**src/rtl/wb_stage.sv**
```systemverilog
// Writeback stage: retires one instruction per cycle to the register bank write port; loads wait for memory data.
// Latency: non-load writes 1 cycle after acceptance; load writes 1 cycle after the mem_rvalid cycle.
// Backpressure: in_ready drops for the whole time a load waits for memory; upstream must hold its instruction.
module wb_stage (
   input  logic        clk,
   input  logic        rst_n,
   input  logic        in_valid,
   output logic        in_ready,
   input  logic [4:0]  in_rd,
   input  logic        in_is_load,
   input  logic [2:0]  in_funct3,
   input  logic [1:0]  in_addr_lo,
   input  logic [31:0] in_alu_result,
   input  logic        mem_rvalid,
   input  logic [31:0] mem_rdata,
   output logic        reg_we,
   output logic [4:0]  rd,
   output logic [31:0] rd_val,
   output logic        pend_valid,
   output logic [4:0]  pend_rd,
   output logic        err
);

   typedef enum logic {IDLE = 1'b0, WAIT_MEM = 1'b1} state_t;

   state_t      state_q, state_d;
   logic [4:0]  ld_rd_q;
   logic [2:0]  ld_funct3_q;
   logic [1:0]  ld_addr_q;
   logic        accept;
   logic        reg_we_d;
   logic [4:0]  rd_d;
   logic [31:0] rd_val_d;

   // Select the addressed byte/halfword/word and extend it; unused funct3 codes fall back to a full word.
   function automatic logic [31:0] load_extract(input logic [2:0]  f3,
                                                input logic [1:0]  alo,
                                                input logic [31:0] w);
      logic [7:0]  b;
      logic [15:0] h;
      logic [31:0] res;
      case (alo)
         2'd0:    b = w[7:0];
         2'd1:    b = w[15:8];
         2'd2:    b = w[23:16];
         default: b = w[31:24];
      endcase
      h = alo[1] ? w[31:16] : w[15:0];
      case (f3)
         3'b000:  res = {{24{b[7]}}, b};
         3'b001:  res = {{16{h[15]}}, h};
         3'b100:  res = {24'd0, b};
         3'b101:  res = {16'd0, h};
         default: res = w;
      endcase
      return res;
   endfunction

   assign in_ready = (state_q == IDLE);
   assign accept   = in_valid && in_ready;
   assign pend_rd  = ld_rd_q;

   // State register.
   always_ff @(posedge clk or negedge rst_n) begin
      if (!rst_n) state_q <= IDLE;
      else        state_q <= state_d;
   end

   // Next state: a load parks us in WAIT_MEM until its data returns.
   always_comb begin
      state_d = state_q;
      case (state_q)
         IDLE:     if (accept && in_is_load) state_d = WAIT_MEM;
         WAIT_MEM: if (mem_rvalid)           state_d = IDLE;
         default:  state_d = IDLE;
      endcase
   end

   // Next writeback values; rd/rd_val hold unless a write (possibly to x0) is retiring.
   always_comb begin
      reg_we_d = 1'b0;
      rd_d     = rd;
      rd_val_d = rd_val;
      case (state_q)
         IDLE: begin
            if (accept && !in_is_load) begin
               reg_we_d = (in_rd != 5'd0);
               rd_d     = in_rd;
               rd_val_d = in_alu_result;
            end
         end
         WAIT_MEM: begin
            if (mem_rvalid) begin
               reg_we_d = (ld_rd_q != 5'd0);
               rd_d     = ld_rd_q;
               rd_val_d = load_extract(ld_funct3_q, ld_addr_q, mem_rdata);
            end
         end
         default: ;
      endcase
   end

   // Registered outputs, pending-load bookkeeping and the sticky stray-response flag.
   always_ff @(posedge clk or negedge rst_n) begin
      if (!rst_n) begin
         reg_we      <= 1'b0;
         rd          <= 5'd0;
         rd_val      <= 32'd0;
         pend_valid  <= 1'b0;
         ld_rd_q     <= 5'd0;
         ld_funct3_q <= 3'd0;
         ld_addr_q   <= 2'd0;
         err         <= 1'b0;
      end else begin
         reg_we     <= reg_we_d;
         rd         <= rd_d;
         rd_val     <= rd_val_d;
         pend_valid <= (state_d == WAIT_MEM);
         if (accept && in_is_load) begin
            ld_rd_q     <= in_rd;
            ld_funct3_q <= in_funct3;
            ld_addr_q   <= in_addr_lo;
         end
         if (state_q == IDLE && mem_rvalid) err <= 1'b1;
      end
   end

endmodule

```
**config.mk**
```make
export PLATFORM = sky130hd
export DESIGN_NAME = wb_stage
export DESIGN_NICKNAME = d
export VERILOG_FILES = /design/src/rtl/wb_stage.sv
export SDC_FILE = /design/constraint.sdc
export NUM_CORES = 1
export LEC_CHECK = 0
export CORE_AREA = 2 2 113 115
export CTS_CLUSTER_DIAMETER = 40
export DETAILED_ROUTE_END_ITERATION = 10
export DIE_AREA = 0 0 115 117
export PLACE_DENSITY_LB_ADDON = 0.1
export SLEW_MARGIN = 40
export SYNTH_ARGS = -nofsm -noshare
export SYNTH_HDL_FRONTEND = slang
export SYNTH_SLANG_ARGS = --single-unit
```
**constraint.sdc**
```tcl
create_clock -name clk -period 2 [get_ports clk]
set_input_delay 0.6 -clock clk [delete_from_list [all_inputs] [get_ports clk]]
set_output_delay 0.6 -clock clk [all_outputs]
set_load 0.01 [all_outputs]
```
**Word level (Yosys, flattened, before mapping)**

Index checks and enable logic that the tools add are counted.
Widths: inputs -> output; s select.

- Eq/ne operators: 7
- Mux-type cells: 15
- Bitwise gates (word level): 1
- Reduce and logical (&&, ||, !) cells: 10

Operators by type and width:

| kind | number |
|---|---|
| $pmux 32 s4 | 1 |
| $mux 32 | 2 |
| $pmux 32 s2 | 1 |
| $pmux 8 s3 | 1 |
| $mux 16 | 1 |
| $mux 5 | 2 |
| $pmux 5 s2 | 1 |
| $reduce_bool 5->1 | 2 |
| $eq 3x3->1 const B | 2 |
| $logic_and 1x1->1 | 4 |
| $mux 1 | 4 |
| $pmux 1 s2 | 2 |
| $eq 3x1->1 const B | 1 |
| $logic_not 3->1 | 1 |
| $eq 2x1->1 const B | 1 |
| $eq 2x2->1 const B | 1 |
| $logic_not 2->1 | 1 |
| $ne 2x1->1 const B | 1 |
| $ne 2x2->1 const B | 1 |
| $reduce_and 2->1 | 1 |
| $logic_not 1->1 | 1 |
| $not 1->1 | 1 |

- Register bits after elaboration: 50
- Input bits: 79
- Output and inout port bits: 46
- Logic and storage cells: 41

**Depth between registers and ports, before layout**

Gate-level depths: netlist of the first run.

- Depth in word-level cells: 5
- Depth in mapped cells: 6
- Gate-level depth less buffers: 4

**Least setup slack after synthesis of the first run**

OpenSTA, ideal clock, no wires.

- Path kind: input port to flip-flop
- From: input mem_rdata[31]
- To: register rd_val[26]
- Setup time: 123 ps
- Data arrival time: 1814 ps
- Required time: 1877 ps
- Setup slack: 63 ps
- Stages on the path: 5
- Path buffers: 1
- Path through: mux4_2 nor3b_4 a211oi_4 buf_6 a21oi_1

- Cells in the longest elaborated chain, start to end: 4
- Elaborated cells on any way between the ends: 5
- Those cells by class: 5 x mux

Ends and longest elaborated chain:

| what | line | source |
|---|---|---|
| start, declared | 15 | `input logic [31:0] mem_rdata,` |
| $pmux 8 s3 / $mux 16 (equally long branches) | 42, 48 |  |
| $pmux 32 s4 (*) | 49 | `case (f3)` |
| $mux 32 (*) | 93 | `if (mem_rvalid) begin` |
| $pmux 32 s2 (*) | 84 | `case (state_q)` |
| end signal, assigned | 117 | `rd_val <= rd_val_d;` |
| end, declared | 18 | `output logic [31:0] rd_val,` |

Mark *: on every way between the ends. The rest lies on a longest branch, timed or not. The select of a mux whose other input is x is not followed.
A chain may end at the register's enable or synchronous reset.

**Worst setup path in the final report of the first run**

- From: input mem_rdata[15]
- To: register rd_val[11]

- Cells in the longest elaborated chain, start to end: 4

Ends and longest elaborated chain:

| what | line | source |
|---|---|---|
| $pmux 8 s3 | 42 | `case (alo)` |
| $pmux 32 s4 | 49 |  |
| $mux 32 | 93 |  |
| $pmux 32 s2 | 84 |  |

No other way between the ends. The select of a mux whose other input is x is not followed.

==> results of run 1 <==
-- Yosys cell counts --
library cell / instances
o21a_1: 6
o21ai_0: 19
nor3b_4: 1
o211ai_1: 2
clkbuf_1: 19
nand4b_1: 1
a22oi_1: 1
o221ai_1: 1
nor2b_1: 2
nand2_1: 41
or4_1: 2
and2_1: 1
nand3_1: 2
dfrtp_1: 50
mux4_2: 1
a31oi_1: 1
mux2i_1: 14
nand2b_1: 3
nor4_1: 1
inv_1: 11
buf_6: 1
o22ai_1: 24
a21oi_1: 49
a211o_1: 6
o2111ai_1: 1
nor2_1: 9
and3_1: 12
a211oi_4: 1
a21o_1: 1
buf_2: 4
a41oi_1: 1
mux2_2: 34
o21ai_1: 1
nand3b_1: 1
-- logic make-up (layout without fill, tap and decap cells) --
kind of cell,Yosys count,after routing,synth area share [%]
muxes,49,49,18.3
buffers and inverters,35,174,4.82
and+or+nand+nor,76,77,12.3
DFF,50,50,41.9
AOI/OAI and AO/OA,114,114,22.7
-- flip-flops by register name, summed over array words and instances, names as in the netlist --
signal / cells
rd_val: 32
pend_rd: 5
rd: 5
ld_funct3_q: 3
ld_addr_q: 2
err: 1
pend_valid: 1
reg_we: 1
-- path summary, 6_finish.rpt --
path	startpoint	end	slack [ps]	cells past startpoint
max in group asynchronous	rst_n	ld_funct3_q[0]$_DFFE_PN0P_	1100	2
min reg2reg	err$_DFFE_PN0P_	err$_DFFE_PN0P_	460	1
max	mem_rdata[15]	rd_val[11]$_DFFE_PN0P_	30	6
min in group clk	err$_DFFE_PN0P_	err$_DFFE_PN0P_	460	1
min	rst_n	rd_val[2]$_DFFE_PN0P_	330	1
max reg2reg	ld_addr_q[1]$_DFFE_PN0P_	rd_val[11]$_DFFE_PN0P_	170	5
-- final cells by class --
class                   count  area share (%)
inverters                  11           0.858
well taps                 150            3.90
multi-input cells         240            33.3
repair buffers            155            32.5
clock inverters             1           0.624
flip-flops and latches     50            26.0
clock buffers               7            2.76
-- layer usage --
metal	share of wire (%)	vias up	global-route usage, %
li1	-	1454	-
met1	46	1399	22.3
met2	46	101	26.8
met3	6.4	13	3.86
met4	1.4	0	4.34
met5	0	-	0
-- stage by stage --
step           util, %  cells  worst slack [ps]  TNS, ps
2_1_floorplan        -    324              62.8        0
3_3_place_gp      37.3    602              -422   -10770
3_5_place_dp      37.3    602              -447   -11180
4_1_cts           39.0    613              31.5        0
5_1_grt           39.1    614              6.12        0
6_report          39.1    614              30.1        0
-- power by group --
group	internal, W	switching, W
clock	0.000593	0.000383
combinational	0.00106	0.000814
sequential	0.00127	0.000225
-- timing repair --
action,4_1_cts,5_1_grt
gates cloned,2,0
setup buffers,1,1
pin swaps,1,1
endpoints found under the hold margin,0,0
endpoints found under the setup margin,24,14
gates resized for setup,7,2
-- cell usage in the layout (no fill, tap or decap), types with 2 or more instances in the layout --
master,count
nand2b_1,2
mux2_2,34
clkdlybuf4s50_1,118
nor2b_1,2
buf_12,6
o21a_1,6
buf_4,23
inv_1,11
nor2_1,9
dlygate4sd2_1,3
o211ai_1,2
dfrtp_1,50
clkdlybuf4s15_1,2
mux2i_1,14
nand2_1,41
and3_1,12
or4_1,2
o22ai_1,24
clkbuf_1,2
a211o_1,6
clkbuf_16,5
nand3_1,2
o21ai_0,19
a21oi_1,49
-- critical path, cell delays in order --
cell	delay (ps)
dlygate4sd2_1	240
mux4_2	510
nor3b_4	200
buf_4	160
o21a_1	180
a211o_1	260
==> flow_summary.json, run 1 <==
{
  "p_per_area_nw_per_um2": 903,
  "track_usage_pct": 16.5,
  "die_y_um": 117,
  "routed-via-count": 2967,
  "finalHoldViolCount": 0,
  "finalSetupViolations": 0,
  "yosysTopAreaCell": "dfrtp_1",
  "place_area_sq_um": 4590,
  "grt_start_max_net_pins": 27,
  "cp-start-kind": "input port",
  "routedWlPerCell_um": 17.9,
  "insertion_delay_ps": 290,
  "status": "finished, final reports clean",
  "ios": 125,
  "fin_crit_ps": 1970,
  "portBuffers": 124,
  "cts_max_level": 2,
  "nets": 542,
  "worst_pin_slew_ps": 639,
  "dp_hpwl_mm": 8.35,
  "crit_fanout": 4,
  "multi_input_area_sq_um": 1600,
  "drtAntennaViolNets": 0,
  "slew_violations": 0,
  "place_congestion": 0.795,
  "nFillCells": 1246,
  "maxCapViolCount": 0,
  "num_rows": 41,
  "viasPerCell": 4.83,
  "leakagePower_nw": 2.01,
  "start_util_pct": 24.2,
  "clock_path_buffers": 2,
  "cp.arrival_ps": 2150,
  "fin_crit_sh_pct": 98.5,
  "yosys_warnings": 0,
  "dieWidth_um": 115,
  "ir_drop_v": 0.000373,
  "clkSinkCount": 50,
  "ctsHoldBuffers": 0,
  "grt_pass1_wl_mm": 17.2,
  "grt_pass1_vias": 3024,
  "required_ps": 2180,
  "fin_area_sq_um": 4810,
  "slew_headroom_pct": 57.4,
  "cp-end-kind": "flip-flop",
  "rsz0062_at_grt": "no",
  "totalPowerFinal_w": 0.00435,
  "synth.distinct_cells": 34,
  "holdWs_ps": 327,
  "drc": 0,
  "netlist_area_sq_um": 2980,
  "wirelength_mm": 11.0,
  "dieArea_sq_um": 13500,
  "area_growth_pct": 61.2,
  "diodes": 0,
  "max_freq_mhz": 508,
  "drt_first_pass_iters": 4,
  "drive_above_1_share_pct": 16.6,
  "hold_class": "in -> async",
  "syn-num-nets": 403,
  "regArea_sq_um": 1250,
  "skew_ps": 4.16,
  "synthTopCellsByArea": "dfrtp_1, mux2_2, a21oi_1",
  "ys_ff_latch": 50,
  "setup.worst_path.class": "in -> reg",
  "synth_top_area_share_pct": 41.9,
  "clk_pin_slew_ps": 70,
  "synth_cells": 324,
  "core_sq_um": 12300,
  "grt_overflow": 0,
  "numCtsBuffers": 5,
  "drt_iter0_drc": 108,
  "yosysSeqAreaShare_pct": 41.9,
  "synth.avg_cell_area_sq_um": 9.21,
  "tritoncts": "yes",
  "cts_root_buf": "clkbuf_16",
  "antenna_found_initial": 0
}
No activity file was read; power rests on OpenSTA's default activity.
==> inputs of run 2 (changes only) <==
--- a/config.mk
+++ b/config.mk
@@ -14,3 +14,4 @@
 export SYNTH_ARGS = -nofsm -noshare
 export SYNTH_HDL_FRONTEND = slang
 export SYNTH_SLANG_ARGS = --single-unit
+export TNS_END_PERCENT = 50
==> results of run 2 <==
The final DEF is identical to that of run 1; final timing and power are the same.
